## src/rtl/alu_step_sequencer_pkg.sv

```systemverilog
// Shared types and constants for the register-register ALU step sequencer.
// Op codes match the DataPath ALU decode.
package alu_seq_pkg;

  localparam int OPW = 5;

  localparam logic [OPW-1:0] OP_ADD = 5'b00011;
  localparam logic [OPW-1:0] OP_AND = 5'b00101;
  localparam logic [OPW-1:0] OP_MUL = 5'b01110;
  localparam logic [OPW-1:0] OP_DIV = 5'b01111;

  typedef enum logic [2:0] {
    IDLE  = 3'd0,
    LOADY = 3'd1,
    EXEC  = 3'd2,
    WRZ   = 3'd3,
    WRLO  = 3'd4,
    WRHI  = 3'd5,
    DONE  = 3'd6
  } state_e;

  typedef logic [3:0] idx_t;

  typedef struct packed {
    idx_t ra;
    idx_t rb;
    idx_t rc;
  } req_t;

  function automatic logic is_muldiv(input logic [OPW-1:0] op);
    return (op == OP_MUL) || (op == OP_DIV);
  endfunction

endpackage

```

## src/rtl/alu_step_sequencer_onehot_dec4.sv

```systemverilog
// 4-bit register index to NREGS-wide one-hot enable; bits above 15 are never
// reachable from a 4-bit index and stay 0.
module onehot_dec4 #(
  parameter int NREGS = 16
) (
  input  logic             en,
  input  logic [3:0]       idx,
  output logic [NREGS-1:0] onehot
);

  for (genvar i = 0; i < NREGS; i++) begin : g_bit
    if (i < 16) begin : g_live
      assign onehot[i] = en && (idx == 4'(i));
    end else begin : g_dead
      assign onehot[i] = 1'b0;
    end
  end

endmodule

```

## src/rtl/alu_step_sequencer.sv

```systemverilog
// Control-step sequencer for Ra <= Rb op Rc, driving DataPath transfer enables.
// Define HILO_WRITE_EN to route mul/div results into LO/HI instead of Ra.
module alu_step_sequencer #(
  parameter int NREGS = 16,
  parameter int OPW   = 5
) (
  input  logic             clock,
  input  logic             clear,
  input  logic             start,
  input  logic [OPW-1:0]   op,
  input  logic [3:0]       ra,
  input  logic [3:0]       rb,
  input  logic [3:0]       rc,
  output logic             busy,
  output logic             done,
  output logic [NREGS-1:0] reg_out,
  output logic [NREGS-1:0] reg_in,
  output logic             ry_in,
  output logic             ry_out,
  output logic             rz_in,
  output logic             rzlo_out,
  output logic             rzhi_out,
  output logic             lo_in,
  output logic             hi_in,
  output logic [OPW-1:0]   alu_ops
);

  import alu_seq_pkg::*;

  state_e         state_q, state_d;
  req_t           req_q, req_d;
  logic [OPW-1:0] op_q, op_d;

  logic out_en, in_en;
  idx_t out_idx, in_idx;

  always_ff @(posedge clock) begin
    if (clear) begin
      state_q <= IDLE;
      req_q   <= '0;
      op_q    <= '0;
    end else begin
      state_q <= state_d;
      req_q   <= req_d;
      op_q    <= op_d;
    end
  end

  // Fields are captured only on an accepted start, so input wiggle while busy is inert.
  always_comb begin
    state_d = state_q;
    req_d   = req_q;
    op_d    = op_q;
    case (state_q)
      IDLE: begin
        if (start) begin
          req_d   = '{ra: ra, rb: rb, rc: rc};
          op_d    = op;
          state_d = LOADY;
        end
      end
      LOADY: state_d = EXEC;
      EXEC: begin
`ifdef HILO_WRITE_EN
        state_d = is_muldiv(op_q) ? WRLO : WRZ;
`else
        state_d = WRZ;
`endif
      end
      WRZ:  state_d = DONE;
`ifdef HILO_WRITE_EN
      WRLO: state_d = WRHI;
      WRHI: state_d = DONE;
`endif
      DONE: state_d = IDLE;
      default: state_d = IDLE;
    endcase
  end

  always_comb begin
    busy     = (state_q != IDLE);
    done     = 1'b0;
    ry_in    = 1'b0;
    ry_out   = 1'b0;
    rz_in    = 1'b0;
    rzlo_out = 1'b0;
    rzhi_out = 1'b0;
    lo_in    = 1'b0;
    hi_in    = 1'b0;
    out_en   = 1'b0;
    out_idx  = req_q.rb;
    in_en    = 1'b0;
    in_idx   = req_q.ra;
    alu_ops  = busy ? op_q : '0;
    case (state_q)
      LOADY: begin
        out_en  = 1'b1;
        out_idx = req_q.rb;
        ry_in   = 1'b1;
      end
      EXEC: begin
        out_en  = 1'b1;
        out_idx = req_q.rc;
        ry_out  = 1'b1;
        rz_in   = 1'b1;
      end
      WRZ: begin
        rzlo_out = 1'b1;
        in_en    = 1'b1;
        in_idx   = req_q.ra;
      end
`ifdef HILO_WRITE_EN
      WRLO: begin
        rzlo_out = 1'b1;
        lo_in    = 1'b1;
      end
      WRHI: begin
        rzhi_out = 1'b1;
        hi_in    = 1'b1;
      end
`endif
      DONE: done = 1'b1;
      default: ;
    endcase
  end

  onehot_dec4 #(.NREGS(NREGS)) u_out_dec (
    .en     (out_en),
    .idx    (out_idx),
    .onehot (reg_out)
  );

  onehot_dec4 #(.NREGS(NREGS)) u_in_dec (
    .en     (in_en),
    .idx    (in_idx),
    .onehot (reg_in)
  );

endmodule

```

## config.mk

```make
export PLATFORM = sky130hd
export DESIGN_NAME = alu_step_sequencer
export DESIGN_NICKNAME = d
export VERILOG_FILES = /design/src/rtl/alu_step_sequencer_pkg.sv /design/src/rtl/alu_step_sequencer_onehot_dec4.sv /design/src/rtl/alu_step_sequencer.sv
export SDC_FILE = /design/constraint.sdc
export NUM_CORES = 1
export LEC_CHECK = 0
export CAP_MARGIN = 25
export CORE_MARGIN = 8
export CORE_UTILIZATION = 24
export DETAILED_ROUTE_END_ITERATION = 16
export SLEW_MARGIN = 15
export SYNTH_ARGS = -nofsm -noshare
export SYNTH_HDL_FRONTEND = slang
export SYNTH_HIERARCHICAL = 1
export SYNTH_SLANG_ARGS = --single-unit
```

## constraint.sdc

```tcl
create_clock -name clock -period 2.85 [get_ports clock]
set_clock_uncertainty 0.1 [all_clocks]
set_input_delay 0.4275 -clock clock [delete_from_list [all_inputs] [get_ports clock]]
set_output_delay 0.4275 -clock clock [all_outputs]
set_load 0.03 [all_outputs]
```

==> results of run 1 <==
cells in the mapped netlist (4+ instances only):
| library cell | count |
|---|---|
| sky130_fd_sc_hd__mux2i_1 | 17 |
| sky130_fd_sc_hd__nor2b_1 | 6 |
| sky130_fd_sc_hd__mux2_2 | 4 |
| sky130_fd_sc_hd__nor3_1 | 8 |
| sky130_fd_sc_hd__nand2b_1 | 38 |
| sky130_fd_sc_hd__nand3b_1 | 4 |
| sky130_fd_sc_hd__dfxtp_1 | 20 |
| sky130_fd_sc_hd__buf_4 | 5 |
| sky130_fd_sc_hd__clkbuf_1 | 4 |
| sky130_fd_sc_hd__nor2_1 | 26 |
layout make-up:
type,count,area (sq um)
Clock buffer,3,41.3
Fill cell,512,3180
Inverter,1,3.75
Multi-Input combinational cell,121,812
Sequential cell,20,402
Tap cell,70,87.6
Timing Repair Buffer,68,644
worst max path at each step:
stage / slack [ns] / endpoint / from
2_1_floorplan: 0.008 / reg_out[1] / state_q[0]$_SDFFE_PP0P_
3_3_place_gp: 0.23 / reg_out[9] / state_q[0]$_SDFFE_PP0P_
3_5_place_dp: 0.17 / reg_out[9] / state_q[0]$_SDFFE_PP0P_
4_1_cts: 0.02 / reg_in[0] / state_q[2]$_SDFFE_PP0P_
5_1_grt: 0.05 / reg_out[0] / state_q[0]$_SDFFE_PP0P_
6_report: 0.17 / reg_out[0] / state_q[0]$_SDFFE_PP0P_
cell usage in the layout (no fill, tap or decap), drive strengths merged, types with 4 or more instances in the layout:
cell type and n:
dlymetal6s2s 5, nand2b 38, nand3b 4, nor2 26
mux2i 17, nor3 10, clkdlybuf4s50 42, buf 18
nor2b 6, dfxtp 20, mux2 4
logic make-up (layout without fill, tap and decap cells):
family | count (synthesis) | count (layout) | synth area share
muxes | 21 | 21 | 0.166
buffers and inverters | 13 | 72 | 0.0763
DFF | 20 | 20 | 0.309
and+or+nand+nor | 97 | 97 | 0.445
other | 1 | 3 | 0.00290
registers in the layout (all words and copies together), names as in the netlist:
register / flops
in_idx: 4
op_q: 5
req_q: 8
state_q: 3
worst max-delay path: stages (launching register included):
cell and delay (ns):
sky130_fd_sc_hd__dfxtp_2 0.38, sky130_fd_sc_hd__nor3b_4 0.26, sky130_fd_sc_hd__buf_4 0.17, sky130_fd_sc_hd__mux2_2 0.35, sky130_fd_sc_hd__or3b_4 0.43, sky130_fd_sc_hd__nor3_2 0.12
sky130_fd_sc_hd__buf_4 0.18
what timing repair did:
action,CTS,global route
endpoints found under the setup margin,7,5
gates resized for setup,4,5
gates cloned,0,0
endpoints found under the hold margin,0,0
setup buffers,0,0
power groups by stage:
stage          clock network, uW  logic [uW]  registers (uW)
6_report                     178         221             321
3_5_place_dp                   0         224             327
5_1_grt                      199         240             324
2_1_floorplan                  0         156             320
4_1_cts                      190         225             321
3_3_place_gp                   0         224             326
metal layers:
layer  vias up  wire length [microns]  track usage
li1        614                      -            -
met1       544                   1410       0.0978
met2        30                   1800        0.149
met3         4                    239       0.0156
met4         0                     70       0.0453
met5         -                      0            0
through the flow:
| step | power, uW | utilization | cell area [sq um] |
|---|---|---|---|
| after detailed placement | 551 | 0.375 | 1940 |
| after floorplan | 476 | - | 1300 |
| final | 720 | 0.385 | 1990 |
| after global routing | 762 | 0.385 | 1990 |
| after CTS | 735 | 0.382 | 1980 |
| after global placement | 550 | 0.375 | 1940 |
==> metrics.txt, run 1 <==
wire length of the first global-routing pass=5520 microns; worst r2r path cells=4; number of detailed-route iterations in the first pass=4; number of instances in the synthesized netlist=152; vertical die dimension=89.5 microns; Critical Path AT=2.15 ns; flip-flop cell with the highest count after synthesis=sky130_fd_sc_hd__dfxtp_1; Core Area=just over 5000 sq um; die area=8000 sq um; number of max-cap violations=0; portion of the post-synthesis area used by sequential elements=0.309; path class of the lowest-slack min-delay path=reg2reg; worst vdd rail ir drop=about 170 uV; total number of vias=1192; worst hold path startpoint=op_q[0]$_SDFFE_PP0P_; cell types occupying the most area after synthesis=sky130_fd_sc_hd__dfxtp_1, sky130_fd_sc_hd__nand2b_1, sky130_fd_sc_hd__mux2i_1; wire length reported by the detailed router=3520 microns; gr usage total=0.0861; Die W=89.5 microns; timing-limited maximum frequency=0.374 GHz; post-synth top area cell=sky130_fd_sc_hd__dfxtp_1; fraction of power spent switching nets=0.299; post-synthesis register bit count=20; Routed wire per std cell=about 12 microns; cell leakage power=0.000856 uW; violation count after the first detailed-route iteration=57; status=complete, no violations; launch point of the worst reg-to-reg path=state_q[2]$_SDFFE_PP0P_; final hold violations=0; clock slew seen by the registers of the worst setup and hold paths=around 0.07 ns; Synth Cell Area=1290 sq um; combinational power share=0.307; Worst Path Required=2.32 ns; number of nets with antenna violations after routing=0; number of synthesized flops with an enable pin=0; Psw=215 uW; antenna violations before repair=0; Internal Pwr Total=505 uW; capturing element type of the critical path=output port; count of standard-cell rows=26; total of endpoints with negative setup slack in the final report=0; average cell area after synthesis=8.52 sq um; total negative slack=0 ns; Setup crit start kind=flip-flop; minimum setup slack among reg-to-reg paths=1.37 ns; PnR worst setup slack=about 0.17 ns; final cycle utilization of the critical path=0.939; Port Buffers=between 60 and 70; area fraction of the dominant cell type after synthesis=0.309; post-place setup slack=0.173 ns; critical path peak fanout=8; power density over cell area=362 nW/um^2; leftover overflow at the end of global routing=0; final-stage net count=235; half-perimeter wire length after detailed placement=2770 microns; number of cells in the finished layout apart from fillers=around 280; layout overhead on the synthesized area=53.7%; Clock Power Share=0.247; count of pins over their slew limit=0; worst hold slack=0.373 ns; pin count of the biggest net entering global routing=38; clock network latency to the later pin of the worst-skew pair=0.25 ns; clock buffers created by TritonCTS=3; fraction of final layout cells with drive strength greater than 1=0.164; via count of the first global-routing pass=1241; clk root buf=sky130_fd_sc_hd__clkbuf_8; DP Cell Count=280; ANT cells=0; Initial Utilization=0.250; setup repair after global routing missed its margin=false; sequential group share of total power=0.446; unique cell type count in the Yosys netlist=24; CTS max path bufs=2; CTS sink cnt=20; via/cell ratio=4.21; CTS H-tree depth=1; hold endpoint=op_q[0]$_SDFFE_PP0P_; global placer's final weighted congestion=approximately 0.73; count of hold buffers inserted by post-cts repair=0; minimum clock period=approximately 2.7 ns; worst hold path cell count=2; detailed-route DRC error count=0; async set-or-reset flop fraction in the synthesized netlist=0; worst flop-to-flop path endpoint=op_q[3]$_SDFFE_PP0P_; kind of critical path=reg2out; Synth Warn #=6; TritonCTS clock tree=done; number of I/O pins=between 60 and 70
(Power assumes the default switching activity.)
==> inputs of run 2 (changes only) <==
--- a/config.mk
+++ b/config.mk
@@ -9,6 +9,7 @@
 export CORE_MARGIN = 8
 export CORE_UTILIZATION = 24
 export DETAILED_ROUTE_END_ITERATION = 16
+export SETUP_SLACK_MARGIN = 0.5
 export SLEW_MARGIN = 15
 export SYNTH_ARGS = -nofsm -noshare
 export SYNTH_HDL_FRONTEND = slang
==> run 2 against run 1 <==
  * Cell count grew 4.2%
  * First-iteration DRC count shrank 3.5%
  * Hold slack lost 0.0051 ns
  * Sequential share of layout area shrank 2.1 points
  * Critical path depth is the same
  * Register-to-register slack gained 0.07 ns
  * Fmax grew 5.5%
  * Non-clock buffer count grew 11
  * Utilization grew 4.7 points
  * Count of clock-buffer cells in the layout grew 1
  * Setup slack gained 0.14 ns
  * Die area is the same
  * Critical path type unchanged
  * Highest routed layer unchanged
==> metrics.txt, run 2 (synthesis gave the netlist of run 1 again) <==
status=complete, no violations; Core Area=5170 sq um (unchanged); Slowest-stage cell, CP=sky130_fd_sc_hd__or3b_4; DP Cell Count=281 (+0.36%); TritonCTS clock tree=done; minimum clock period=2.54 ns (-0.141 ns); Biggest register=req_q; most repeated library cell on the critical path=sky130_fd_sc_hd__buf_6; layout overhead on the synthesized area=72.7%; cell leakage power=0.000990 uW (+16%); CTS sink cnt=20 (unchanged); via/cell ratio=4.15 (-1.6%); wire length of the first global-routing pass=5460 microns (-1.1%); number of I/O pins=66 (unchanged); most common cell after layout, fill and taps aside=sky130_fd_sc_hd__nand2b_1; ANT cells=0 (unchanged); count of pins over their slew limit=0 (unchanged); Initial Utilization=0.250 (unchanged); clock buffers created by TritonCTS=3 (unchanged); gr usage total=0.0862 (+0.0000982); minimum setup slack among reg-to-reg paths=1.44 ns (+0.07 ns); Port Buffers=62 (unchanged); total negative slack=0 ns (unchanged); number of cells in the finished layout apart from fillers=295 (+4.2%); setup repair after global routing missed its margin=true; violation count after the first detailed-route iteration=55 (-3.5%); worst r2r path cells=4 (unchanged); clock slew seen by the registers of the worst setup and hold paths=0.07 ns (about the same); clock network latency to the later pin of the worst-skew pair=0.25 ns (about the same); half-perimeter wire length after detailed placement=2820 microns (+1.8%); total number of vias=1223 (+2.6%); worst hold path startpoint=op_q[4]$_SDFFE_PP0P_; cells along the critical path=nor3b_4, buf_6, mux2_4, or3b_4, nor3_4, buf_6; Worst Path Required=2.32 ns (about the same); count of standard-cell rows=26 (unchanged); detailed-route DRC error count=0 (unchanged); number of max-cap violations=0 (unchanged); final cycle utilization of the critical path=0.890 (-0.0494); Die W=89.5 microns (unchanged); global placer's final weighted congestion=0.707 (-2.9%); worst flop-to-flop path endpoint=op_q[2]$_SDFFE_PP0P_; antenna violations before repair=0 (unchanged); critical path peak fanout=5 (-3); power density over cell area=358 nW/um^2 (-0.91%); number of nets with antenna violations after routing=0 (unchanged); Routed wire per std cell=12.7 microns (+1.8%); capturing element type of the critical path=output port; timing-limited maximum frequency=0.394 GHz (+5.5%); die area=8000 sq um (unchanged); number of detailed-route iterations in the first pass=4 (unchanged); wire length reported by the detailed router=3740 microns (+6.1%); path class of the lowest-slack min-delay path=reg2reg; Setup crit start kind=flip-flop; worst hold path cell count=2 (unchanged); worst vdd rail ir drop=147 uV (-15%); launch point of the worst reg-to-reg path=state_q[2]$_SDFFE_PP0P_; fraction of final layout cells with drive strength greater than 1=0.369 (+0.205); highest-count cells in the layout ignoring fill and taps=sky130_fd_sc_hd__nand2b_1, sky130_fd_sc_hd__clkdlybuf4s50_1, sky130_fd_sc_hd__buf_4; Critical Path AT=2.01 ns (-0.14 ns); final hold violations=0 (unchanged); leftover overflow at the end of global routing=0 (unchanged); final-stage net count=246 (+4.7%); total of endpoints with negative setup slack in the final report=0 (unchanged); kind of critical path=reg2out; CTS H-tree depth=1 (unchanged); flip-flop count of the largest register, all copies and words added=8 (unchanged); clk root buf=sky130_fd_sc_hd__clkbuf_8; via count of the first global-routing pass=1183 (-4.7%); end-of-flow core utilization=0.432 (+0.0474); hold endpoint=op_q[4]$_SDFFE_PP0P_; pin count of the biggest net entering global routing=38 (unchanged); CTS max path bufs=2 (unchanged); vertical die dimension=89.5 microns (unchanged); highest cell delay on the worst timing path=0.48 ns (+0.05 ns); count of hold buffers inserted by post-cts repair=0 (unchanged)
[run 2: cell count changes in the layout (fill, tap and decap cells not counted), moves of 5 or more]
| cell | before | now |
|---|---|---|
| sky130_fd_sc_hd__nor2_2 | 0 | 5 |
| sky130_fd_sc_hd__nor2_1 | 26 | 12 |
| sky130_fd_sc_hd__buf_6 | 0 | 14 |
| sky130_fd_sc_hd__nor2_4 | 0 | 9 |
| sky130_fd_sc_hd__clkdlybuf4s50_1 | 42 | 24 |
| sky130_fd_sc_hd__clkbuf_2 | 0 | 6 |
[run 2: stage by stage]
stage          hold slack (ns)  worst slack [ns]  power, uW  cell area (sq um)
2_1_floorplan            0.344             0.233        493               1380
3_3_place_gp             0.358             0.198        567               2020
3_5_place_dp             0.365             0.141        568               2020
4_1_cts                  0.377             0.300        798               2140
5_1_grt                  0.399             0.229        843               2240
6_report                 0.368             0.314        801               2240
[run 2: cell type report]
cell class                      instances  area [sq um]
Timing Repair Buffer                   79           734
Multi-Input combinational cell        121           951
Clock buffer                            4          55.1
Inverter                                1          3.75
Fill cell                             535          2940
Tap cell                               70          87.6
Sequential cell                        20           404
[run 2: how the worst max path moves through the flow]
stage	slack (ns)	depth (start not counted)	endpoint	start
global route	0.23	6	reg_out[0]	state_q[2]$_SDFFE_PP0P_
detailed placement	0.14	5	reg_out[7]	state_q[0]$_SDFFE_PP0P_
global placement	0.20	5	reg_out[7]	state_q[0]$_SDFFE_PP0P_
finish	0.31	6	reg_out[0]	state_q[2]$_SDFFE_PP0P_
CTS	0.30	6	reg_out[0]	state_q[2]$_SDFFE_PP0P_
floorplan	0.23	5	reg_out[0]	state_q[0]$_SDFFE_PP0P_
[run 2: report_power, final]
part	internal [uW]	switching [uW]
combinational	137	138
sequential	302	16.6
clock	123	85.3
total	562	239
[run 2: worst max-delay path: cells and delay by family (launching register included)]
kind	cells	cell delay (ns)
AND/OR/NAND/NOR	3	0.81
buffers and inverters	2	0.29
multiplexers	1	0.32
flip-flops	1	0.34
[run 2: layer usage]
| metal | routed length (microns) | vias to the layer above | global-route usage |
|---|---|---|---|
| met5 | 0 | - | 0 |
| met4 | 40 | 0 | 0.0317 |
| met3 | 323 | 2 | 0.0156 |
| met2 | 1780 | 39 | 0.150 |
| met1 | 1590 | 546 | 0.102 |
| li1 | - | 636 | - |
[run 2: repair_timing]
action / 4_1_cts / 5_1_grt
endpoints found under the setup margin: 37 / 35
setup buffers: 3 / 7
resized for setup: 73 / 52
pin swaps: 6 / 6
==> inputs of run 3 (changes only) <==
--- a/config.mk
+++ b/config.mk
@@ -9,6 +9,7 @@
 export CORE_MARGIN = 8
 export CORE_UTILIZATION = 24
 export DETAILED_ROUTE_END_ITERATION = 16
+export PLACE_DENSITY = 0.6
 export SETUP_SLACK_MARGIN = 0.5
 export SLEW_MARGIN = 15
 export SYNTH_ARGS = -nofsm -noshare
==> results of run 3 <==
Final layout, timing and power as in run 2 (identical DEF).
